==> src/rtl/abs_acc_pkg.sv <==
// Package for the abs_acc block: the width helpers shared by the
// interface and the top level.
//   clog2_f    ceiling log2 of a positive integer
//   acc_width  accumulator width: magnitude bits plus window growth bits
//   cnt_width  width of the shared sample counter (at least one bit)
package abs_acc_pkg;

    function automatic int clog2_f(input int n);
        int r;
        int v;
        r = 0;
        v = n - 1;
        while (v > 0) begin
            r = r + 1;
            v = v >> 1;
        end
        return r;
    endfunction

    // The magnitude of a WIDTH-bit signed sample fits in WIDTH-1 bits, and
    // summing ACC_LEN of them grows the result by clog2(ACC_LEN) bits.
    function automatic int acc_width(input int width, input int acc_len);
        return (width - 1) + clog2_f(acc_len);
    endfunction

    function automatic int cnt_width(input int acc_len);
        int w;
        w = clog2_f(acc_len);
        return (w < 1) ? 1 : w;
    endfunction

endpackage

==> src/rtl/abs_acc_if.sv <==
// Bus interface of abs_acc: sample input side and result output side.
//   we         sample strobe, common to all channels
//   in         CH packed signed samples, channel k at [k*WIDTH +: WIDTH]
//   clr        restart the accumulation window
//   abs_out    CH packed saturated magnitudes, WIDTH-1 bits each
//   sat        per-channel saturation flag for abs_out
//   abs_valid  qualifies abs_out / sat
//   acc_out    CH packed window sums, AW bits each
//   acc_valid  one-cycle pulse qualifying a new acc_out
// Modports: master drives samples (bench / upstream), slave is the block.
interface abs_acc_if
    import abs_acc_pkg::*;
#(
    parameter int WIDTH   = 8,
    parameter int CH      = 2,
    parameter int ACC_LEN = 1024
);
    localparam int AW = acc_width(WIDTH, ACC_LEN);

    logic                     we;
    logic [CH*WIDTH-1:0]      in;
    logic                     clr;
    logic [CH*(WIDTH-1)-1:0]  abs_out;
    logic [CH-1:0]            sat;
    logic                     abs_valid;
    logic [CH*AW-1:0]         acc_out;
    logic                     acc_valid;

    modport master (
        output we, in, clr,
        input  abs_out, sat, abs_valid, acc_out, acc_valid
    );

    modport slave (
        input  we, in, clr,
        output abs_out, sat, abs_valid, acc_out, acc_valid
    );
endinterface

==> src/rtl/abs_acc_sat.sv <==
// abs_sat: one channel's registered saturated magnitude.
//   clk, resetn  clock and synchronous active-low reset
//   i_we         sample strobe; outputs hold while low
//   i_in         signed WIDTH-bit sample
//   o_mag_p1     |i_in| in WIDTH-1 bits, saturated for the most negative code
//   o_sat_p1     high when o_mag_p1 was saturated
module abs_sat #(
    parameter int WIDTH = 8
) (
    input  logic                    clk,
    input  logic                    resetn,
    input  logic                    i_we,
    input  logic signed [WIDTH-1:0] i_in,
    output logic [WIDTH-2:0]        o_mag_p1,
    output logic                    o_sat_p1
);
    localparam logic signed [WIDTH-1:0] MIN_VAL = {1'b1, {(WIDTH-1){1'b0}}};

    // Returns {sat, magnitude}. -2^(WIDTH-1) has no positive counterpart in
    // WIDTH-1 bits, so it clamps to the all-ones magnitude.
    function automatic logic [WIDTH-1:0] sat_mag(input logic signed [WIDTH-1:0] x);
        logic signed [WIDTH-1:0] neg;
        neg = -x;
        if (x == MIN_VAL)
            return {1'b1, {(WIDTH-1){1'b1}}};
        else if (x < 0)
            return {1'b0, neg[WIDTH-2:0]};
        else
            return {1'b0, x[WIDTH-2:0]};
    endfunction

    logic [WIDTH-1:0] w_sm_p0;
    logic [WIDTH-2:0] r_mag_p1;
    logic             r_sat_p1;

    assign w_sm_p0 = sat_mag(i_in);

    // p0 -> p1: register magnitude on strobe
    always_ff @(posedge clk) begin
        if (!resetn) begin
            r_mag_p1 <= '0;
            r_sat_p1 <= 1'b0;
        end else if (i_we) begin
            r_mag_p1 <= w_sm_p0[WIDTH-2:0];
            r_sat_p1 <= w_sm_p0[WIDTH-1];
        end
    end

    assign o_mag_p1 = r_mag_p1;
    assign o_sat_p1 = r_sat_p1;
endmodule

==> src/rtl/abs_acc.sv <==
// abs_acc: per-channel saturated magnitude followed by windowed summation.
// Each window covers ACC_LEN qualified magnitudes; gaps in the strobe only
// stretch the window in time. A completed window loads acc_out and pulses
// acc_valid one cycle later while the next window starts seamlessly.
//   clk     sole clock, rising edge
//   resetn  synchronous active-low reset
//   bus     abs_acc_if slave: we/in/clr in, abs_*/acc_* out
module abs_acc
    import abs_acc_pkg::*;
#(
    parameter int WIDTH   = 8,
    parameter int CH      = 2,
    parameter int ACC_LEN = 1024
) (
    input logic      clk,
    input logic      resetn,
    abs_acc_if.slave bus
);
    localparam int AW = acc_width(WIDTH, ACC_LEN);
    localparam int CW = cnt_width(ACC_LEN);
    localparam int MW = WIDTH - 1;

    logic [MW-1:0] w_abs_p1 [CH];
    logic          w_sat_p1 [CH];
    logic [AW-1:0] w_acc_out_p2 [CH];

    logic          r_abs_valid_p1;
    logic [CW-1:0] r_cnt_p2;
    logic          r_acc_valid_p2;
    logic          w_last_p1;

    // p0 -> p1: magnitude stage, one abs_sat per channel
    generate
        for (genvar k = 0; k < CH; k++) begin : g_sat
            abs_sat #(.WIDTH(WIDTH)) u_abs_sat (
                .clk      (clk),
                .resetn   (resetn),
                .i_we     (bus.we),
                .i_in     (bus.in[k*WIDTH +: WIDTH]),
                .o_mag_p1 (w_abs_p1[k]),
                .o_sat_p1 (w_sat_p1[k])
            );
        end
    endgenerate

    always_ff @(posedge clk) begin
        if (!resetn)
            r_abs_valid_p1 <= 1'b0;
        else
            r_abs_valid_p1 <= bus.we;
    end

    // The last sample of a window is the qualified one seen at count ACC_LEN-1.
    assign w_last_p1 = r_abs_valid_p1 && (r_cnt_p2 == CW'(ACC_LEN - 1));

    // p1 -> p2: shared sample counter and completion pulse.
    // clr has priority over completion so a coincident clear suppresses it.
    always_ff @(posedge clk) begin
        if (!resetn) begin
            r_cnt_p2       <= '0;
            r_acc_valid_p2 <= 1'b0;
        end else begin
            r_acc_valid_p2 <= 1'b0;
            if (bus.clr) begin
                r_cnt_p2 <= '0;
            end else if (r_abs_valid_p1) begin
                if (w_last_p1) begin
                    r_cnt_p2       <= '0;
                    r_acc_valid_p2 <= 1'b1;
                end else begin
                    r_cnt_p2 <= r_cnt_p2 + CW'(1);
                end
            end
        end
    end

    // p1 -> p2: per-channel accumulators
    generate
        for (genvar k = 0; k < CH; k++) begin : g_acc
            logic [AW-1:0] r_acc_p2;
            logic [AW-1:0] r_acc_out_p2;
            logic [AW-1:0] w_sum_p1;

            assign w_sum_p1 = r_acc_p2 + AW'(w_abs_p1[k]);

            // On completion the final sample goes straight into acc_out and
            // the accumulator restarts from zero, so no sample is lost.
            always_ff @(posedge clk) begin
                if (!resetn) begin
                    r_acc_p2     <= '0;
                    r_acc_out_p2 <= '0;
                end else if (bus.clr) begin
                    r_acc_p2 <= '0;
                end else if (r_abs_valid_p1) begin
                    if (w_last_p1) begin
                        r_acc_out_p2 <= w_sum_p1;
                        r_acc_p2     <= '0;
                    end else begin
                        r_acc_p2 <= w_sum_p1;
                    end
                end
            end

            assign w_acc_out_p2[k] = r_acc_out_p2;
        end
    endgenerate

    always_comb begin
        bus.abs_out = '0;
        bus.sat     = '0;
        bus.acc_out = '0;
        for (int k = 0; k < CH; k++) begin
            bus.abs_out[k*MW +: MW] = w_abs_p1[k];
            bus.sat[k]              = w_sat_p1[k];
            bus.acc_out[k*AW +: AW] = w_acc_out_p2[k];
        end
    end

    assign bus.abs_valid = r_abs_valid_p1;
    assign bus.acc_valid = r_acc_valid_p2;
endmodule
==> src/flat_wrapper.sv <==
// flat-port wrapper written by rule: the top's interface ports become plain ports
module abs_acc_flat import abs_acc_pkg::*;
#(
    parameter int WIDTH   = 8,
    parameter int CH      = 2,
    parameter int ACC_LEN = 1024
)
  (clk, resetn, bus_we, bus_in, bus_clr, bus_abs_out, bus_sat, bus_abs_valid, bus_acc_out, bus_acc_valid);
  abs_acc_if #(.WIDTH(WIDTH), .CH(CH), .ACC_LEN(ACC_LEN)) bus_i ();
  input logic clk;
  input logic resetn;
  input wire logic [$bits(bus_i.we)-1:0] bus_we;
  input wire logic [$bits(bus_i.in)-1:0] bus_in;
  input wire logic [$bits(bus_i.clr)-1:0] bus_clr;
  output wire logic [$bits(bus_i.abs_out)-1:0] bus_abs_out;
  output wire logic [$bits(bus_i.sat)-1:0] bus_sat;
  output wire logic [$bits(bus_i.abs_valid)-1:0] bus_abs_valid;
  output wire logic [$bits(bus_i.acc_out)-1:0] bus_acc_out;
  output wire logic [$bits(bus_i.acc_valid)-1:0] bus_acc_valid;
  assign bus_i.we = bus_we;
  assign bus_i.in = bus_in;
  assign bus_i.clr = bus_clr;
  assign bus_abs_out = bus_i.abs_out;
  assign bus_sat = bus_i.sat;
  assign bus_abs_valid = bus_i.abs_valid;
  assign bus_acc_out = bus_i.acc_out;
  assign bus_acc_valid = bus_i.acc_valid;
  abs_acc #(.WIDTH(WIDTH), .CH(CH), .ACC_LEN(ACC_LEN)) u_core (.clk(clk), .resetn(resetn), .bus(bus_i));
endmodule
==> config.mk <==
export PLATFORM = sky130hd
export DESIGN_NAME = abs_acc_flat
export DESIGN_NICKNAME = d
export VERILOG_FILES = /design/src/rtl/abs_acc_pkg.sv /design/src/rtl/abs_acc_if.sv /design/src/rtl/abs_acc_sat.sv /design/src/rtl/abs_acc.sv /design/src/flat_wrapper.sv
export SDC_FILE = /design/constraint.sdc
export NUM_CORES = 1
export LEC_CHECK = 0
export BUFFER_PORTS_ARGS = -buffer_cell sky130_fd_sc_hd__buf_2
export CORE_AREA = 8 8 75 143
export DETAILED_ROUTE_END_ITERATION = 8
export DIE_AREA = 0 0 83 151
export PLACE_DENSITY = 0.75
export SETUP_SLACK_MARGIN = 0.05
export SYNTH_ARGS = -nofsm -noshare
export SYNTH_HDL_FRONTEND = slang
export SYNTH_HIERARCHICAL = 1
export SYNTH_SLANG_ARGS = --single-unit
==> constraint.sdc <==
create_clock -name clk -period 3.25 [get_ports clk]
set_input_delay 0.325 -clock clk [delete_from_list [all_inputs] [get_ports clk]]
set_output_delay 0.325 -clock clk [all_outputs]
set_load 0.01 [all_outputs]
* Yosys cells after proc, flatten, opt, wreduce, memory -nomap -nowiden
Index checks and enable logic that the tools add are counted.
** Operators by class
- Add/sub/neg operators :: 5
- Order comparisons :: 2
- Equality and inequality tests :: 3
- Muxes and demuxes :: 8
- Bitwise gates (word level) :: 3
- Reductions and logical operators :: 4
** Operators with widths (count)
- $add 17x7->17 :: 2
- $mux 17 :: 2
- $eq 8x8->1 const B :: 2
- $lt 8x1->1 const B :: 2
- $mux 8 :: 2
- $mux 7 :: 2
- $neg 7->7 :: 2
- $add 10x1->10 const B :: 1
- $eq 10x10->1 const B :: 1
- $mux 10 :: 1
- $not 1->1 :: 3
- $reduce_and 3->1 :: 1
- $reduce_or 3->1 :: 1
- $reduce_or 2->1 :: 1
- $logic_and 1x1->1 :: 1
- $mux 1 :: 1
** Word-level totals
- Register bits :: 96
- Bits of input ports :: 20
- Output and inout bits :: 52
- Word-level logic and storage cells :: 36

* Depth between registers and ports, before layout
- Word-level depth :: 3
- Gate-level depth with buffers :: 9

* Cells and area by module
Netlist, hierarchy kept.
** Modules (own cells, without submodules)
- abs_acc :: instances 1, cells an instance 461, area each 4027.6 µm², seq. area each 1601.5 µm²
- abs_sat :: instances 2, cells an instance 45, area each 416.6 µm², seq. area each 160.2 µm²

* Worst setup path before layout
No wires, ideal clock.
- Path type :: register to register
- Start point :: register u_core.g_sat[1].u_abs_sat.r_mag_p1[0]
- End point :: register u_core.g_acc[1].r_acc_out_p2[14]
- Library setup time :: 0.091 ns
- Arrival :: 2.037 ns
- Path slack :: 1.122 ns
- Cell stages (with the launch flop) :: 10
- Period minus slack after synthesis :: 2.128 ns
- Path through :: dfxtp_1 ha_1 inv_1 fa_1 nor2b_1 o31a_2 a22oi_2 buf_2 or3_1 a311oi_1
** Between the ends
- Longest elaborated chain between the ends :: 1
** RTL lines
- start: declaration :: RTL line abs_acc_sat.sv:33 : logic [WIDTH-2:0] r_mag_p1;
- start signal: assignment :: RTL line abs_acc_sat.sv:44 : r_mag_p1 <= w_sm_p0[WIDTH-2:0];
- $add 17x7->17 :: RTL line abs_acc.sv:84 : assign w_sum_p1 = r_acc_p2 + AW'(w_abs_p1[k]);
- end signal: assignment :: RTL line abs_acc.sv:96 : r_acc_out_p2 <= w_sum_p1;
- end: declaration :: RTL line abs_acc.sv:81 : logic [AW-1:0] r_acc_out_p2;
Every way passes these cells.
A chain may end at the register's enable or synchronous reset.

* Worst setup path in the final report
- Start point :: register u_core.g_sat[1].u_abs_sat.r_mag_p1[0]
- End point :: register u_core.g_acc[1].r_acc_out_p2[16]
The elaborated chain is that of the path after synthesis.

==> flow_metrics.tcl <==
set metrics [dict create \
    root_buffer "clkbuf_16" \
    yosysWarningCount 6 \
    pin_count 72 \
    grt_pass1_wl_mm 19.7 \
    multiInputGateArea_um2 2690 \
    numCtsBuffers 9 \
    fill_cells 783 \
    core_region_area_um2 8890 \
    synth_cells 551 \
    nNetsFinal 648 \
    synth_commonest_cells "dfxtp_1, nand2_1, nor2_1" \
    cpLargestDelayFamily "simple AND/OR/NAND/NOR gates" \
    yosys.area.top_type_share 0.395 \
    hold_viol_final 0 \
    intPower_uw 1800 \
    insertion_delay_ns 0.33 \
    worst_pin_slew_ns 0.921 \
    synth_top_cell_by_area "dfxtp_1" \
    numClockSinks 96 \
    initial_core_util 0.547 \
    cp-end-kind "flip-flop" \
    use_met1 0.181 \
    cts_tree "yes" \
    drcViolationCount 0 \
    report.final.slew_viol_count 0 \
    drt_first_pass_iters 5 \
    drt_iter0_drc 273 \
    ff2ff_setup_slack_ns 0.87 \
    diodes 0 \
    pwr-share-seq 0.518 \
    gp_congestion 0.945 \
    avgSynthCellArea_um2 8.82 \
    die_y_um 151 \
    yosysSeqAreaShare 0.395 \
    vias_per_cell 6.16 \
    pwr_density_cell_nw_per_um2 428 \
    cts.reportedPaths.clkPinSlew_ns 0.06 \
    layout-drive-gt1-share 0.180 \
    cts-resized-gates 0 \
    max-cap-violations 0 \
    ys_types 69 \
    worst_hold_slack_ns 0.246 \
    cts-htree-levels 3 \
    area_growth_syn_to_layout_pct 12.4 \
    status "finished, final reports clean" \
    dp_hpwl_mm 9.31 \
    timing.slew.headroom 0.383 \
    hold_class "in2reg" \
    postCtsSetupRepairBufs 0 \
    ctsHoldBuffers 0 \
    ff_latch_area_um2 1920 \
    synth-seq-cells 96 \
    synth_area_leaders "dfxtp_1, ha_1, nand2_1" \
    die_w_um 83 \
    synth-edff-count 0 \
    synthArstFlopShare 0 \
    post-synth-top-count-cell "dfxtp_1" \
    p_leak_uw 0.00221 \
    pwr-share-clk 0.397 \
    worstPathArrival_ns 2.62 \
    cp.required_ns 3.49 \
    path_cells "ha_1 -> inv_1 -> fa_1 -> nor2b_1 -> o31a_2 -> a22oi_2 -> or3_2 -> a311oi_1" \
    routed_wl_mm 12.2 \
    crit_slowest_cell "or3_2" \
    startpoint_type "flip-flop" \
    wl_per_cell_um 17.0 \
    irDropWorstVdd_mv 0.301 \
    grt_max_degree 34 \
    crit_fanout 13 \
    fin_tns_setup_ns 0 \
    gr-usage-all-layers 0.188 \
    rsz0062_at_grt "no" \
    fin_crit_sh 0.733 \
    cp_slowest_stage_delay_ns 0.49 \
    dieArea_um2 12500 \
    drtAntennaViolNets 0 \
    swShare 0.230 \
    setup_viol 0 \
    critical_path_class "reg2reg" \
    clockBufferDepth 2 \
    antenna_found_initial 0 \
    grt_overflow 0 \
    top_usage_layer "met2" \
    use_met3 0.0490 \
    grt_pass1_vias 4366 \
    synth_area_um2 4860 \
    combinationalPowerShare 0.085 \
    use_met2 0.348 \
    vias 4397 \
    placementRows 49 \
    worst-path-buf-inv 1 \
    max_freq_ghz 0.420 \
    synth_nets 590 \
    portBuffers 71 \
    synth_top_flop_cell "dfxtp_1" \
    p_sw_uw 539 \
    finClkSkew_ns 0.00545 \
    period_minus_slack_ns 2.38 \
]
[kinds of logic (layout without fill, tap and decap cells)]
kind of cell | count (synthesis) | after routing | synth area share
AO/OA/AOI/OAI | 178 | 178 | 0.250
AND/OR/NAND/NOR | 172 | 172 | 0.180
flip-flops | 96 | 96 | 0.395
buffers and inverters | 48 | 109 | 0.0520
XOR/XNOR | 32 | 32 | 0.0577
adder cells (fa/ha/maj) | 19 | 19 | 0.0520
multiplexers | 6 | 6 | 0.0126
[area by class of cell]
type | count | share of cell area
multi-input cells | 407 | 0.492
clock inverters | 1 | 0.000916
repair buffers | 78 | 0.0746
well taps | 102 | 0.0234
flip-flops and latches | 96 | 0.352
inverters | 17 | 0.0117
clock buffers | 13 | 0.0458
[routing by layer]
| metal | part of all wire | vias to the layer above |
|---|---|---|
| li1 | - | 2152 |
| met1 | 0.37 | 2057 |
| met2 | 0.53 | 152 |
| met3 | 0.061 | 36 |
| met4 | 0.042 | 0 |
| met5 | 0 | - |
[cells in the final DEF (no fill, tap or decap), drive strengths merged, types with 12 or more instances in the layout]
cell type  count
a211oi        17
a21oi         27
a31oi         26
buf           78
clkbuf        13
dfxtp         96
ha            17
inv           17
nand2         53
nor2          41
o21ai         39
or3           12
xnor2         14
xor2          18
[per-stage QoR]
| step | cells | total power [uW] | utilization | setup WS (ns) | instance area, um^2 |
|---|---|---|---|---|---|
| floorplan | 551 | 1370 | - | 1.12 | 4860 |
| global placement | 700 | 1430 | 0.586 | 0.974 | 5210 |
| detailed placement | 700 | 1440 | 0.586 | 0.901 | 5210 |
| CTS | 714 | 2370 | 0.615 | 0.884 | 5470 |
| global route | 714 | 2420 | 0.615 | 0.620 | 5470 |
| finish | 714 | 2340 | 0.615 | 0.868 | 5470 |
[final timing paths]
| path | start | end | cells after the start |
|---|---|---|---|
| max reg2reg | u_core/g_sat[1].u_abs_sat/o_mag_p1[0] | u_core/g_acc[1].r_acc_out_p2[16] | 8 |
| min reg2reg | u_core/g_acc[1].r_acc_out_p2[2] | u_core/g_acc[1].r_acc_out_p2[2] | 2 |
| max | u_core/g_sat[1].u_abs_sat/o_mag_p1[0] | u_core/g_acc[1].r_acc_out_p2[16] | 8 |
| min | bus_in[5] | u_core/g_sat[0].u_abs_sat/o_mag_p1[5] | 2 |
[sequential cells by signal, summed over array words and instances (netlist names)]
register and flops:
u_core/g_acc.r_acc_out_p2 34, u_core/g_acc.r_acc_p2 34, u_core/g_sat.u_abs_sat/o_mag_p1 14, u_core/r_cnt_p2 10, u_core/g_sat.u_abs_sat/o_sat_p1 2, u_core/bus.abs_valid 1
u_core/bus.acc_valid 1
[power groups by stage]
stage / logic [uW] / registers [uW] / clock network (uW)
after detailed placement: 199 / 1240 / 0
final: 200 / 1210 / 928
after CTS: 200 / 1210 / 954
after floorplan: 126 / 1240 / 0
after global routing: 220 / 1210 / 990
after global placement: 191 / 1240 / 0
Power figures use the tool's default switching activity.
